[src/rtl/tsmp_agent_pkg.sv]
// Shared definitions for the TSMP receive path.
// Holds the destination encoding, the frame-header constants used by the
// classifier, and the subtype-to-destination mapping helper.
package tsmp_agent_pkg;

    // Bytes 0..14 must be seen before a frame can be classified.
    localparam int HEAD_LEN    = 15;
    // The delay line is one shorter than the header so byte 0 leaves the line
    // in the same cycle byte 14 arrives.
    localparam int DELAY_DEPTH = HEAD_LEN - 1;
    localparam int BYTE_W      = 9;
    localparam int LAST_BIT    = 8;

    localparam logic [15:0] TSMP_ETYPE = 16'hFF01;

    typedef enum logic [2:0] {
        DEST_NONE = 3'd0,
        DEST_NMA  = 3'd1,
        DEST_OSP  = 3'd2,
        DEST_TFP  = 3'd3,
        DEST_POP  = 3'd4
    } dest_e;

    localparam logic [3:0] SUBTYPE_NMA = 4'h0;
    localparam logic [3:0] SUBTYPE_OSP = 4'h1;
    localparam logic [3:0] SUBTYPE_TFP = 4'h2;
    localparam logic [3:0] SUBTYPE_POP = 4'h3;

    function automatic dest_e subtype_to_dest(input logic [3:0] subtype);
        dest_e dest;
        case (subtype)
            SUBTYPE_NMA: dest = DEST_NMA;
            SUBTYPE_OSP: dest = DEST_OSP;
            SUBTYPE_TFP: dest = DEST_TFP;
            SUBTYPE_POP: dest = DEST_POP;
            default:     dest = DEST_NONE;
        endcase
        return dest;
    endfunction

endpackage

[src/rtl/tsmp_byte_delay_line.sv]
// Fixed-depth shift line of {valid, data} stages that advances every cycle.
// Ports:
//   i_clk, i_rst      clock, asynchronous active-high reset
//   i_valid, iv_data  entry into stage 0
//   i_force_last      sets bit FORCE_BIT of stage 0's value as it moves on,
//                     used to terminate a frame that was cut short
//   ov_head_data      {stage 1, stage 0} data, for header inspection
//   o_tail_valid, ov_tail_data  last stage (oldest entry)
module tsmp_byte_delay_line #(
    parameter int DEPTH     = 14,
    parameter int WIDTH     = 10,
    parameter int FORCE_BIT = 8
) (
    input  logic                 i_clk,
    input  logic                 i_rst,
    input  logic                 i_valid,
    input  logic [WIDTH-1:0]     iv_data,
    input  logic                 i_force_last,
    output logic [2*WIDTH-1:0]   ov_head_data,
    output logic                 o_tail_valid,
    output logic [WIDTH-1:0]     ov_tail_data
);

    logic [WIDTH-1:0] stage0_fwd;

    generate
        for (genvar gi = 0; gi < DEPTH; gi++) begin : g_stage
            logic             valid_d;
            logic             valid_q;
            logic [WIDTH-1:0] data_d;
            logic [WIDTH-1:0] data_q;

            if (gi == 0) begin : g_first
                assign valid_d = i_valid;
                assign data_d  = iv_data;
            end else if (gi == 1) begin : g_second
                assign valid_d = g_stage[0].valid_q;
                assign data_d  = stage0_fwd;
            end else begin : g_rest
                assign valid_d = g_stage[gi-1].valid_q;
                assign data_d  = g_stage[gi-1].data_q;
            end

            always_ff @(posedge i_clk or posedge i_rst) begin
                if (i_rst) begin
                    valid_q <= 1'b0;
                    data_q  <= '0;
                end else begin
                    valid_q <= valid_d;
                    data_q  <= data_d;
                end
            end
        end
    endgenerate

    always_comb begin
        stage0_fwd = g_stage[0].data_q;
        if (i_force_last) begin
            stage0_fwd[FORCE_BIT] = 1'b1;
        end
    end

    assign ov_head_data = {g_stage[1].data_q, g_stage[0].data_q};
    assign o_tail_valid = g_stage[DEPTH-1].valid_q;
    assign ov_tail_data = g_stage[DEPTH-1].data_q;

endmodule

[src/rtl/controller_input_dispatch.sv]
// Receive-side dispatcher for the controller TSMP byte stream.
// Classifies each frame on its ethertype (bytes 12-13) and subtype
// (byte 14 high nibble) and writes the whole frame to one of four consumer
// FIFOs, or drops it whole. Bytes reach the FIFO port 15 cycles after input.
// Ports:
//   i_clk, i_rst            clock, asynchronous active-high reset
//   iv_data, i_data_wr      input byte stream, [8] = last byte of frame
//   i_fifo_afull_*          destination cannot take a maximum-length frame
//   ov_fifo_wdata           shared FIFO write data (0 when idle)
//   o_fifo_wr_*             one-hot write enables
//   ov_rx_pkt_cnt           frames received
//   ov_drop_pkt_cnt         frames dropped
//   o_format_err            pulse on a short or truncated frame
module controller_input_dispatch
    import tsmp_agent_pkg::*;
(
    input  logic        i_clk,
    input  logic        i_rst,
    input  logic [8:0]  iv_data,
    input  logic        i_data_wr,
    input  logic        i_fifo_afull_nma,
    input  logic        i_fifo_afull_osp,
    input  logic        i_fifo_afull_tfp,
    input  logic        i_fifo_afull_pop,
    output logic [8:0]  ov_fifo_wdata,
    output logic        o_fifo_wr_nma,
    output logic        o_fifo_wr_osp,
    output logic        o_fifo_wr_tfp,
    output logic        o_fifo_wr_pop,
    output logic [15:0] ov_rx_pkt_cnt,
    output logic [15:0] ov_drop_pkt_cnt,
    output logic        o_format_err
);

    typedef enum logic [1:0] {
        ST_IDLE    = 2'd0,
        ST_HEAD    = 2'd1,
        ST_FWD     = 2'd2,
        ST_DISCARD = 2'd3
    } state_e;

    // Each line entry carries a start-of-frame tag above the 9-bit byte so the
    // destination can switch exactly when a new frame's byte 0 leaves.
    localparam int         LINE_W       = BYTE_W + 1;
    localparam logic [3:0] CLASSIFY_IDX = 4'(HEAD_LEN - 1);

    state_e      state_q, state_d;
    logic [3:0]  byte_cnt_q, byte_cnt_d;
    dest_e       dest_q, dest_d;
    logic [15:0] rx_cnt_q, rx_cnt_d;
    logic [15:0] drop_cnt_q, drop_cnt_d;
    logic        format_err_q, format_err_d;
    logic [8:0]  wdata_q, wdata_d;
    logic [3:0]  wr_q, wr_d;

    logic              in_last;
    logic              line_sof;
    logic [2*LINE_W-1:0] head_data;
    logic              tail_valid;
    logic [LINE_W-1:0] tail_data;
    logic              force_last;

    logic              classify;
    logic              rx_inc;
    logic              drop_inc;
    dest_e             sub_dest;
    dest_e             class_dest;
    dest_e             eff_dest;
    logic              afull_sel;
    logic [15:0]       etype_seen;
    logic [3:0]        cnt_sat_inc;
    logic              unused_head_bits;

    assign in_last  = iv_data[LAST_BIT];
    // Any byte accepted while idle opens a new frame.
    assign line_sof = (state_q == ST_IDLE);

    tsmp_byte_delay_line #(
        .DEPTH     (DELAY_DEPTH),
        .WIDTH     (LINE_W),
        .FORCE_BIT (LAST_BIT)
    ) u_delay_line (
        .i_clk        (i_clk),
        .i_rst        (i_rst),
        .i_valid      (i_data_wr),
        .iv_data      ({line_sof, iv_data}),
        .i_force_last (force_last),
        .ov_head_data (head_data),
        .o_tail_valid (tail_valid),
        .ov_tail_data (tail_data)
    );

    // When byte 14 is at the input, byte 13 sits in stage 0 and byte 12 in stage 1.
    assign etype_seen       = {head_data[LINE_W +: 8], head_data[7:0]};
    assign unused_head_bits = ^{head_data[2*LINE_W-1 -: 2], head_data[LINE_W-1 -: 2]};
    assign cnt_sat_inc      = (byte_cnt_q == 4'hF) ? 4'hF : byte_cnt_q + 4'd1;

    // Classification result for the byte currently at the input.
    always_comb begin
        sub_dest   = subtype_to_dest(iv_data[7:4]);
        afull_sel  = 1'b0;
        case (sub_dest)
            DEST_NMA: afull_sel = i_fifo_afull_nma;
            DEST_OSP: afull_sel = i_fifo_afull_osp;
            DEST_TFP: afull_sel = i_fifo_afull_tfp;
            DEST_POP: afull_sel = i_fifo_afull_pop;
            default:  afull_sel = 1'b0;
        endcase
        class_dest = DEST_NONE;
        if ((etype_seen == TSMP_ETYPE) && (sub_dest != DEST_NONE) && !afull_sel) begin
            class_dest = sub_dest;
        end
    end

    // Frame-level state machine.
    always_comb begin
        state_d      = state_q;
        byte_cnt_d   = byte_cnt_q;
        rx_inc       = 1'b0;
        drop_inc     = 1'b0;
        format_err_d = 1'b0;
        classify     = 1'b0;
        force_last   = 1'b0;
        case (state_q)
            ST_IDLE: begin
                if (i_data_wr) begin
                    if (in_last) begin
                        // Single-byte frame: too short to classify.
                        rx_inc       = 1'b1;
                        drop_inc     = 1'b1;
                        format_err_d = 1'b1;
                        byte_cnt_d   = 4'd0;
                    end else begin
                        state_d    = ST_HEAD;
                        byte_cnt_d = 4'd1;
                    end
                end
            end
            ST_HEAD: begin
                if (!i_data_wr) begin
                    rx_inc       = 1'b1;
                    drop_inc     = 1'b1;
                    format_err_d = 1'b1;
                    state_d      = ST_IDLE;
                    byte_cnt_d   = 4'd0;
                end else if (byte_cnt_q == CLASSIFY_IDX) begin
                    classify = 1'b1;
                    rx_inc   = 1'b1;
                    drop_inc = (class_dest == DEST_NONE);
                    if (in_last) begin
                        state_d    = ST_IDLE;
                        byte_cnt_d = 4'd0;
                    end else begin
                        state_d    = (class_dest == DEST_NONE) ? ST_DISCARD : ST_FWD;
                        byte_cnt_d = cnt_sat_inc;
                    end
                end else if (in_last) begin
                    rx_inc       = 1'b1;
                    drop_inc     = 1'b1;
                    format_err_d = 1'b1;
                    state_d      = ST_IDLE;
                    byte_cnt_d   = 4'd0;
                end else begin
                    byte_cnt_d = cnt_sat_inc;
                end
            end
            ST_FWD, ST_DISCARD: begin
                if (!i_data_wr) begin
                    // Truncated frame; close off what was already forwarded.
                    format_err_d = 1'b1;
                    force_last   = (state_q == ST_FWD);
                    state_d      = ST_IDLE;
                    byte_cnt_d   = 4'd0;
                end else if (in_last) begin
                    state_d    = ST_IDLE;
                    byte_cnt_d = 4'd0;
                end else begin
                    byte_cnt_d = cnt_sat_inc;
                end
            end
            default: begin
                state_d    = ST_IDLE;
                byte_cnt_d = 4'd0;
            end
        endcase
    end

    // A frame's byte 0 either leaves together with its classification, or
    // (short/truncated in header) leaves unclassified and must be discarded.
    always_comb begin
        eff_dest = dest_q;
        if (tail_valid && tail_data[LINE_W-1]) begin
            eff_dest = classify ? class_dest : DEST_NONE;
        end
        dest_d = (tail_valid && tail_data[LINE_W-1]) ? eff_dest : dest_q;

        wr_d = 4'b0000;
        if (tail_valid) begin
            case (eff_dest)
                DEST_NMA: wr_d = 4'b0001;
                DEST_OSP: wr_d = 4'b0010;
                DEST_TFP: wr_d = 4'b0100;
                DEST_POP: wr_d = 4'b1000;
                default:  wr_d = 4'b0000;
            endcase
        end
        wdata_d = (wr_d != 4'b0000) ? tail_data[BYTE_W-1:0] : 9'd0;

        rx_cnt_d   = rx_inc   ? rx_cnt_q + 16'd1   : rx_cnt_q;
        drop_cnt_d = drop_inc ? drop_cnt_q + 16'd1 : drop_cnt_q;
    end

    always_ff @(posedge i_clk or posedge i_rst) begin
        if (i_rst) begin
            state_q      <= ST_IDLE;
            byte_cnt_q   <= 4'd0;
            dest_q       <= DEST_NONE;
            rx_cnt_q     <= 16'd0;
            drop_cnt_q   <= 16'd0;
            format_err_q <= 1'b0;
            wdata_q      <= 9'd0;
            wr_q         <= 4'b0000;
        end else begin
            state_q      <= state_d;
            byte_cnt_q   <= byte_cnt_d;
            dest_q       <= dest_d;
            rx_cnt_q     <= rx_cnt_d;
            drop_cnt_q   <= drop_cnt_d;
            format_err_q <= format_err_d;
            wdata_q      <= wdata_d;
            wr_q         <= wr_d;
        end
    end

    assign ov_fifo_wdata   = wdata_q;
    assign o_fifo_wr_nma   = wr_q[0];
    assign o_fifo_wr_osp   = wr_q[1];
    assign o_fifo_wr_tfp   = wr_q[2];
    assign o_fifo_wr_pop   = wr_q[3];
    assign ov_rx_pkt_cnt   = rx_cnt_q;
    assign ov_drop_pkt_cnt = drop_cnt_q;
    assign o_format_err    = format_err_q;

endmodule
[config.mk]
export PLATFORM = sky130hd
export DESIGN_NAME = controller_input_dispatch
export DESIGN_NICKNAME = d
export VERILOG_FILES = /design/src/rtl/tsmp_agent_pkg.sv /design/src/rtl/tsmp_byte_delay_line.sv /design/src/rtl/controller_input_dispatch.sv
export SDC_FILE = /design/constraint.sdc
export NUM_CORES = 1
export LEC_CHECK = 0
export ABC_AREA = 0
export CAP_MARGIN = 10
export CORE_ASPECT_RATIO = 0.5
export CORE_MARGIN = 8
export CORE_UTILIZATION = 46
export CTS_CLUSTER_SIZE = 10
export DETAILED_ROUTE_END_ITERATION = 6
export PLACE_DENSITY_LB_ADDON = 0.12
export SYNTH_ARGS = -nofsm -noshare
export SYNTH_HDL_FRONTEND = slang
export SYNTH_HIERARCHICAL = 1
export SYNTH_SLANG_ARGS = --single-unit
[constraint.sdc]
create_clock -name i_clk -period 13.4 [get_ports i_clk]
set_input_delay 3.35 -clock i_clk [delete_from_list [all_inputs] [get_ports i_clk]]
set_output_delay 3.35 -clock i_clk [all_outputs]
set_load 0.005 [all_outputs]
==> results of run 1 <==
==> worst min path at each step <==
stage	start	to	slack, ns	depth (start not counted)
6_report	u_delay_line/g_stage[8].data_q[6]	u_delay_line/g_stage[10].data_d[6]	0.34	0
5_1_grt	u_delay_line/g_stage[8].data_q[4]	u_delay_line/g_stage[10].data_d[4]	0.34	0
4_1_cts	u_delay_line/g_stage[6].data_q[5]	u_delay_line/g_stage[7].data_q[5]	0.34	0
3_5_place_dp	u_delay_line/g_stage[8].data_q[0]	u_delay_line/g_stage[10].data_d[0]	0.33	0
3_3_place_gp	u_delay_line/g_stage[10].data_d[7]	u_delay_line/g_stage[10].data_q[7]	0.33	0
2_1_floorplan	u_delay_line/g_stage[8].data_q[0]	u_delay_line/g_stage[10].data_d[0]	0.33	0
==> cell type report <==
cell class	count	area [um^2]
repair buffers	63	625.6
multi-input cells	170	1144
well taps	192	240.2
clock buffers	26	629.4
inverters	7	31.28
flip-flops and latches	209	5230
fillers	1076	5763
==> layout by cell type, fill, tap and decap left out, types with 2 or more instances in the layout <==
| cell | count |
|---|---|
| a21oi_1 | 2 |
| a31o_2 | 2 |
| a31oi_1 | 2 |
| and3_1 | 16 |
| and3b_1 | 2 |
| and4_1 | 2 |
| buf_4 | 2 |
| clkbuf_16 | 25 |
| clkdlybuf4s50_1 | 61 |
| dfrtp_1 | 209 |
| ha_1 | 4 |
| inv_1 | 5 |
| nand2_1 | 28 |
| nand2b_1 | 4 |
| nand3_1 | 14 |
| nand3b_1 | 2 |
| nand4_1 | 6 |
| nor2_1 | 17 |
| nor3_1 | 9 |
| nor3_2 | 2 |
| nor3b_1 | 2 |
| nor4_1 | 2 |
| o21ai_0 | 5 |
| xnor2_1 | 17 |
| xor2_1 | 15 |
==> flip-flops by register name (all words and copies together) (netlist names), 9 cells and up <==
name                          flops
ov_fifo_wdata                     9
u_delay_line/g_stage.data_d      10
ov_drop_pkt_cnt                  16
ov_rx_pkt_cnt                    16
u_delay_line/ov_tail_data        10
u_delay_line/g_stage.valid_q     12
u_delay_line/g_stage.data_q     120
==> where the power goes <==
group / leakage (nW) / total (W) / switching [W] / internal, W
clock: 0.309 / 0.000536 / 0.000210 / 0.000326
sequential: 2.47 / 0.000719 / 0.0000393 / 0.000680
combinational: 0.738 / 0.000124 / 0.0000543 / 0.0000694
==> worst max-delay path, delay by kind of cell <==
family	cells	cell delay (ns)
buffers and inverters	1	0.89
AO/OA/AOI/OAI	1	0.50
XOR/XNOR	1	0.16
AND/OR/NAND/NOR	3	0.78
==> per-layer routing <==
layer  global-route usage [%]  part of all wire, %  routed length [um]
met5                        0                    0                   0
met4                    2.773                  1.0                 101
met3                    4.975                  7.8                 757
met2                    15.89                   42                4121
met1                    14.88                   49                4777
==> per-stage QoR <==
step	hold slack, ns	instance area [um^2]	utilization [%]	instances	power, W
after floorplan	0.3312	6484	-	399	0.0007821
after global placement	0.3312	7271	53.21	641	0.0008527
after detailed placement	0.3347	7271	53.21	641	0.0008553
after CTS	0.3432	7900	57.82	667	0.001402
after global routing	0.3449	7900	57.82	667	0.001445
final	0.3405	7900	57.82	667	0.001378
==> key figures, run 1 <==
Outcome
  • Status: finished, final reports clean

Pwr
  • PwrDens: between 150 and 200 mW/mm^2
  • P_leak: ~3.5 nW
  • Peak VDD IR: ~0.000075 V

Placement
  • GPL Wtd Cong: 0.7375
  • Buffers added on ports: between 60 and 70
  • DP Wirelength: around 6.2 mm
  • Place WS: roughly 7.6 ns

STA
  • Setup TNS: 0 ns
  • Final period utilization: roughly two fifths
  • Final worst slack: ~8 ns
  • RSZ-0062 raised after global routing: no
  • Hold Vio Cnt, Final: 0
  • Worst Tran Pin Value: 0.9941 ns
  • Fin crit period: ~5.3 ns
  • Max Freq: 189.4 MHz
  • Final Setup Violations: 0
  • Relative slew slack: 33.73%
  • Clock Skew: 0.007048 ns
  • Fin. max-slew vios: 0

Drt
  • DR vias: 3,099
  • Router iterations before antenna repair: 4
  • Residual DRC count: 0
  • Routed len/inst: 14.63 um
  • DR vias/cell: between 4 and 5
  • Drt initial violations: about 140
  • Final ANT Viol Nets: 0
  • Final wirelength: just under 10 mm

Logic synthesis
  • Post-Syn Area per Cell: between 15 and 20 um^2
  • Syn nets: about 420
  • Mapped Area: between 0.006 and 0.007 mm^2
  • Synth Instances: about 400
  • Ys Warns: 6

Die
  • Core Region: about 0.014 mm^2
  • Die Wd: about 180 um
  • Num rows: 30
  • I/O Pins: slightly above 60
  • Initial core utilization: a little under half
  • Die height: between 90 and 100 um
  • Die area: ~0.018 mm^2

Worst setup path
  • CP Launch Point: i_data_wr
  • Worst reg2reg path endpoint: ov_rx_pkt_cnt[15]
  • Req. time, crit path: 13.81 ns
  • CP max-delay cell: clkdlybuf4s50_1
  • Startpoint Class: primary input
  • Slowest stage delay, CP: ~0.89 ns
  • R2r startpoint: byte_cnt_q[0]
  • Worst reg-to-reg setup slack: 11.25 ns
  • Reg2Reg Depth: 7
  • End point of the critical path: ov_rx_pkt_cnt[15]
  • Kind of critical path: primary input to register
  • Worst path cell trace: clkdlybuf4s50_1, nand2_1, a31oi_1, nand3_1, nor3_1, xor2_1
  • Type of destination of the critical path: register
  • Data arrival, critical path: between 5 and 6 ns
  • CP max FO: 20

Clock tree
  • CTS Buf Count: 24
  • CTS root buffer: clkbuf_16
  • Hold_buf cts: 0
  • CTS Sinks: 209
  • CTS resizes: 0
  • Clk Latency, worst-skew pair: about 0.48 ns
  • Max Root-Sink Buffers: 3
  • Total number of H-tree levels: 1
  • TritonCTS clock tree: done
  • CTS clock-pin slew for the worst setup and hold paths: around 0.050 ns
  • Number of setup buffers added after CTS: 0

Global route
  • Global route overflow: 0
  • Overall routing resource usage: between 10% and 20%
  • Number of global-route vias before repair: roughly 3,200
  • Initial antenna violation count: 0
  • First-pass GRT wire length: about 16 mm
  • Largest net degree at the start of global routing: 85

Cells and area
  • Final nets: a little under 500
  • Synth-to-layout area growth: 21.84%
  • Antenna diodes: 0
  • Share of cells above drive strength 1: 8.421%

Run
  • Max_cap viols: 0

Worst hold path
  • Hold Path Class: register to register
(Power assumes the default switching activity.)
==> inputs of run 2 (changes only) <==
clock period = 5.5 ns   (was 13.4 ns; I/O delays follow)
==> key figures, run 2 (synthesis gave the netlist of run 1 again) <==
Cells and area
  • Share of cells above drive strength 1: 8.421% (unchanged)
  • Sequential Area: 0.005230 mm^2 (unchanged)
  • Commonest non-fill, non-tap cells in the layout: 209 x dfrtp_1, 61 x clkdlybuf4s50_1, 28 x nand2_1 (unchanged)
  • Most flops, register: u_delay_line/g_stage.data_q (unchanged)
  • Fillcell total: 1,081 (was 1,076)
  • Most common cell after layout, fill and taps aside: dfrtp_1 (unchanged)
  • Number of flip-flops in the largest register: 120 (unchanged)
  • Area of the multi-input gates: 0.001144 mm^2 (unchanged)
  • Synth-to-layout area growth: 21.88% (was 21.84%)
  • Antenna diodes: 0 (unchanged)
  • Final nets: 495 (unchanged)

Worst setup path
  • Kind of critical path: primary input to register (unchanged)
  • Startpoint Class: primary input (unchanged)
  • Req. time, crit path: 5.91 ns (was 13.81 ns)
  • Reg2Reg Depth: 7 (unchanged)
  • Data arrival, critical path: 3.66 ns (was 5.69 ns)
  • Type of destination of the critical path: register (unchanged)
  • CP Launch Point: i_data_wr (unchanged)
  • R2r startpoint: byte_cnt_q[0] (unchanged)
  • CP max FO: 20 (unchanged)

Run
  • Max_cap viols: 0 (unchanged)

Drt
  • DR vias: 3,133 (was 3,099)
  • Routed len/inst: 14.81 um (was 14.63 um)
  • DR vias/cell: 4.697 (was 4.646)
  • Final wirelength: 9.877 mm (was 9.757 mm)
  • Drt initial violations: 191 (was 138)
  • Router iterations before antenna repair: 4 (unchanged)
  • Residual DRC count: 0 (unchanged)
  • Final ANT Viol Nets: 0 (unchanged)

Placement
  • Place WS: 1.735 ns (was 7.633 ns)
  • Buffers added on ports: 61 (unchanged)
  • DP Wirelength: 6.050 mm (was 6.239 mm)
  • GPL Wtd Cong: 0.7107 (was 0.7375)

STA
  • Clock Skew: 0.009270 ns (was 0.007048 ns)
  • Final Setup Violations: 0 (unchanged)
  • Final period utilization: 59.13%
  • Setup TNS: 0 ns (unchanged)
  • Max Freq: between 300 and 400 MHz
  • Worst Tran Pin Value: 0.7784 ns (was 0.9941 ns)
  • RSZ-0062 raised after global routing: no (unchanged)
  • Relative slew slack: 48.10% (was 33.73%)
  • Final worst slack: 2.248 ns (was 8.121 ns)
  • Fin crit period: between 3 and 4 ns
  • Fin. max-slew vios: 0 (unchanged)
  • Hold Vio Cnt, Final: 0 (unchanged)

Pwr
  • Peak VDD IR: 0.0002164 V (was 0.00007525 V)
  • P_leak: 3.510 nW (was 3.515 nW)
  • PwrDens: 422.9 mW/mm^2 (was 174.5 mW/mm^2)

Global route
  • Largest net degree at the start of global routing: 155 (was 85)
  • Number of global-route vias before repair: 3,257 (was 3,225)
  • Overall routing resource usage: 11.23% (was 11.00%)
  • Initial antenna violation count: 0 (unchanged)
  • Global route overflow: 0 (unchanged)
  • First-pass GRT wire length: 16.58 mm (was 16.27 mm)

Worst hold path
  • HP Start: u_delay_line/g_stage[5].data_q[6] (was u_delay_line/g_stage[8].data_q[6])
  • Hold Path Class: register to register (unchanged)
  • Hold depth: 0 (unchanged)

Clock tree
  • Clk Latency, worst-skew pair: 0.49 ns (was 0.48 ns)
  • Total number of H-tree levels: 1 (unchanged)
  • CTS root buffer: clkbuf_16 (unchanged)
  • Number of setup buffers added after CTS: 0 (unchanged)
  • CTS resizes: 0 (unchanged)
  • TritonCTS clock tree: done (unchanged)
  • Hold_buf cts: 0 (unchanged)
  • Max Root-Sink Buffers: 3 (unchanged)
  • CTS clock-pin slew for the worst setup and hold paths: 0.05 ns (about the same)
  • CTS Buf Count: 24 (unchanged)
  • CTS Sinks: 209 (unchanged)

Die
  • Die area: 0.01838 mm^2 (unchanged)
  • Initial core utilization: 47.45% (unchanged)
  • I/O Pins: 62 (unchanged)
  • Die Wd: 183.9 um (unchanged)
  • Core Region: 0.01366 mm^2 (unchanged)
  • Die height: 99.95 um (unchanged)
  • Num rows: 30 (unchanged)

Outcome
  • Status: finished, final reports clean (unchanged)
## run 2: cell count changes in the layout (fill, tap and decap cells not counted)
cell        before  now
buf_12           0    1
buf_4            2    1
clkbuf_16       25   24
clkinv_8         0    1
clkinvlp_4       0    1
inv_6            1    0
## run 2: layout make-up
cell class                      count  share of cell area, %
Sequential cell                   209                  66.18
Multi-Input combinational cell    170                  14.47
Timing Repair Buffer               63                  8.075
Clock buffer                       25                  7.647
Tap cell                          192                  3.040
Inverter                            7                 0.3800
Clock inverter                      1                 0.2058
## run 2: final timing paths
check / to / slack, ns
max: ov_drop_pkt_cnt[10] / 2.25
min: u_delay_line/g_stage[6].data_q[6] / 0.34
max reg2reg: ov_drop_pkt_cnt[10] / 3.36
min reg2reg: u_delay_line/g_stage[6].data_q[6] / 0.34
max in group asynchronous: u_delay_line/g_stage[4].data_q[0] / 3.40
min in group asynchronous: ov_fifo_wdata[2] / 1.20
## run 2: layer usage
| metal | global-route usage [%] | share of wire [%] | up-vias |
|---|---|---|---|
| li1 | - | - | 1467 |
| met1 | 15.79 | 49 | 1572 |
| met2 | 15.87 | 42 | 74 |
| met3 | 4.182 | 6.6 | 20 |
| met4 | 3.574 | 2.3 | 0 |
| met5 | 0 | 0 | - |
## run 2: metrics by stage
| stage | instance area (um^2) | util (%) | std cells | total power (W) | hold slack (ns) |
|---|---|---|---|---|---|
| floorplan | 6487 | - | 399 | 0.001906 | 0.3312 |
| detailed placement | 7282 | 53.30 | 641 | 0.002087 | 0.3347 |
| finish | 7903 | 57.84 | 667 | 0.003342 | 0.3368 |
| CTS | 7903 | 57.84 | 667 | 0.003405 | 0.3366 |
| global placement | 7282 | 53.30 | 641 | 0.002079 | 0.3315 |
| global route | 7903 | 57.84 | 667 | 0.003511 | 0.3363 |
## run 2: worst max-delay path, cell delays in order
cell and delay [ns]:
clkdlybuf4s50_1 0.89, nand2_1 0.20, a31o_2 0.33, a41o_2 0.35
nor4_1 0.34, xor2_1 0.17
## run 2: report_power, final
part	internal (W)	switching [W]	leakage (nW)	total, W
registers	0.00166	0.0000986	2.47	0.00175
logic	0.000170	0.000133	0.739	0.000303
clock network	0.000769	0.000515	0.304	0.00128
==> inputs of run 3 (changes only) <==
clock period = 3.2 ns   (was 5.5 ns; I/O delays follow)
==> key figures, run 3 (synthesis gave the netlist of run 1 again) <==
Cells and area
  • Antenna diodes: 0 (unchanged)
  • Fillcell total: 1,081 (unchanged)
  • Core Util, Final: 58.53% (was 57.84%)
  • Synth-to-layout area growth: 23.33% (was 21.88%)
  • Commonest non-fill, non-tap cells in the layout: 209 x dfrtp_1, 61 x clkdlybuf4s50_1, 28 x nand2_1 (unchanged)
  • Number of flip-flops in the largest register: 120 (unchanged)
  • Share of cells above drive strength 1: 9.938% (was 8.421%)
  • Final Instance Area: 0.007996 mm^2 (was 0.007903 mm^2)
  • Final nets: 503 (was 495)
  • Most common cell after layout, fill and taps aside: dfrtp_1 (unchanged)
  • Area of the multi-input gates: 0.001144 mm^2 (unchanged)
  • Most flops, register: u_delay_line/g_stage.data_q (unchanged)
  • Sequential Area: 0.005230 mm^2 (unchanged)

Die
  • Die Wd: 183.9 um (unchanged)
  • Initial core utilization: 47.45% (unchanged)
  • I/O Pins: 62 (unchanged)
  • Num rows: 30 (unchanged)
  • Die area: 0.01838 mm^2 (unchanged)
  • Core Region: 0.01366 mm^2 (unchanged)
  • Die height: 99.95 um (unchanged)

Worst setup path
  • Worst reg2reg path endpoint: ov_drop_pkt_cnt[10] (unchanged)
  • Startpoint Class: primary input (unchanged)
  • WP depth: 6 (unchanged)
  • Worst path cell trace: clkdlybuf4s50_1, mux4_2, nor4_1, and3_1, a31o_2, and3_1 (was clkdlybuf4s50_1, nand2_1, a31o_2, a41o_2, nor4_1, xor2_1)
  • Data arrival, critical path: 2.90 ns (was 3.66 ns)
  • CP max-delay cell: mux4_2 (was clkdlybuf4s50_1)
  • CP Launch Point: iv_data[4] (was i_data_wr)
  • R2r startpoint: byte_cnt_q[0] (unchanged)
  • Reg2Reg Depth: 7 (unchanged)
  • Slowest stage delay, CP: 0.54 ns (was 0.89 ns)
  • Kind of critical path: primary input to register (unchanged)
  • Cell repeated most along the worst path: and3_1
  • Worst reg-to-reg setup slack: 1.09 ns (was 3.36 ns)
  • Family with the most delay on the worst path: simple AND/OR/NAND/NOR gates (was buffers and inverters)
  • Type of destination of the critical path: register (unchanged)
  • Req. time, crit path: 3.62 ns (was 5.91 ns)
  • End point of the critical path: ov_fifo_wdata[0] (was ov_drop_pkt_cnt[10])
  • CP max FO: 9 (was 20)
  • Crit path buf inv count: 1 (unchanged)

Clock tree
  • CTS resizes: 0 (unchanged)
  • Number of setup buffers added after CTS: 0 (unchanged)
  • CTS clock-pin slew for the worst setup and hold paths: 0.05 ns (about the same)
  • Hold_buf cts: 0 (unchanged)
  • CTS Sinks: 209 (unchanged)
  • CTS Buf Count: 24 (unchanged)
  • Max Root-Sink Buffers: 3 (unchanged)
  • CTS root buffer: clkbuf_16 (unchanged)
  • Clk Latency, worst-skew pair: 0.48 ns (was 0.49 ns)
  • TritonCTS clock tree: done (unchanged)
  • Total number of H-tree levels: 1 (unchanged)

STA
  • Relative slew slack: 47.56% (was 48.10%)
  • Final Setup Violations: 0 (unchanged)
  • Worst Tran Pin Value: 0.7854 ns (was 0.7784 ns)
  • Fin crit period: around 2.5 ns
  • Final period utilization: about 78%
  • Final worst slack: 0.7156 ns (was 2.248 ns)
  • Hold Vio Cnt, Final: 0 (unchanged)
  • Setup TNS: 0 ns (unchanged)
  • Fin. max-slew vios: 0 (unchanged)
  • Clock Skew: 0.01260 ns (was 0.009270 ns)
  • RSZ-0062 raised after global routing: no (unchanged)
  • Max Freq: around 400 MHz

Placement
  • Post-DP Area: 0.007367 mm^2 (was 0.007282 mm^2)
  • GPL Wtd Cong: 0.7793 (was 0.7107)
  • Buffers added on ports: 61 (unchanged)
  • Place WS: 0.2450 ns (was 1.735 ns)
  • DP Wirelength: 6.378 mm (was 6.050 mm)

Pwr
  • PwrDens: 723.9 mW/mm^2 (was 422.9 mW/mm^2)
  • Peak VDD IR: 0.0003695 V (was 0.0002164 V)
  • P_leak: 3.563 nW (was 3.510 nW)

Drt
  • Residual DRC count: 0 (unchanged)
  • Final ANT Viol Nets: 0 (unchanged)
  • DR vias: 3,177 (was 3,133)
  • Routed len/inst: 14.55 um (was 14.81 um)
  • Final wirelength: 9.823 mm (was 9.877 mm)
  • Drt initial violations: 136 (was 191)
  • Router iterations before antenna repair: 5 (was 4)
  • DR vias/cell: 4.707 (was 4.697)

Outcome
  • Status: finished, final reports clean (unchanged)

Global route
  • Initial antenna violation count: 0 (unchanged)
  • Overall routing resource usage: 11.12% (was 11.23%)
  • First-pass GRT wire length: 16.47 mm (was 16.58 mm)
  • Number of global-route vias before repair: 3,237 (was 3,257)
  • Global route overflow: 0 (unchanged)
  • Largest net degree at the start of global routing: 59 (was 155)

Worst hold path
  • Hold Path Class: register to register (unchanged)
  • HP Start: u_delay_line/g_stage[5].data_q[4] (was u_delay_line/g_stage[5].data_q[6])

Run
  • Max_cap viols: 0 (unchanged)
[run 3: cell count changes in the layout (fill, tap and decap cells not counted), sizes merged]
cell	before	now
clkbuf	25	26
buf	2	10
clkinv	1	0
[run 3: how the worst min path moves through the flow]
stage               depth (start not counted)                                 end
floorplan                                   0  u_delay_line/g_stage[10].data_d[0]
global placement                            0   u_delay_line/g_stage[6].data_q[3]
detailed placement                          0  u_delay_line/g_stage[10].data_d[1]
CTS                                         0   u_delay_line/g_stage[7].data_q[2]
global route                                0   u_delay_line/g_stage[6].data_q[0]
finish                                      0   u_delay_line/g_stage[6].data_q[4]
[run 3: per-layer routing]
metal	vias up	global-route usage [%]	wire (um)
met5	-	0	0
met4	0	2.957	135
met3	14	4.975	800
met2	72	15.95	4162
met1	1601	15.15	4724
li1	1490	-	-
[run 3: power breakdown]
| group | switching, W | leakage [nW] | internal, W | total, W |
|---|---|---|---|---|
| clock | 0.000880 | 0.309 | 0.00136 | 0.00224 |
| combinational | 0.000230 | 0.786 | 0.000305 | 0.000535 |
| sequential | 0.000163 | 2.47 | 0.00285 | 0.00301 |
[run 3: area by class of cell]
class	instances	area share [%]
flip-flops and latches	209	65.40
clock buffers	26	7.870
multi-input cells	170	14.30
repair buffers	71	9.044
inverters	7	0.3755
well taps	192	3.004
[run 3: stage by stage]
stage / std cells / hold slack [ns] / total power [W]
CTS: 675 / 0.3376 / 0.005889
floorplan: 399 / 0.3312 / 0.003276
finish: 675 / 0.3362 / 0.005789
detailed placement: 649 / 0.3347 / 0.003595
global route: 675 / 0.3430 / 0.006075
global placement: 649 / 0.3311 / 0.003589
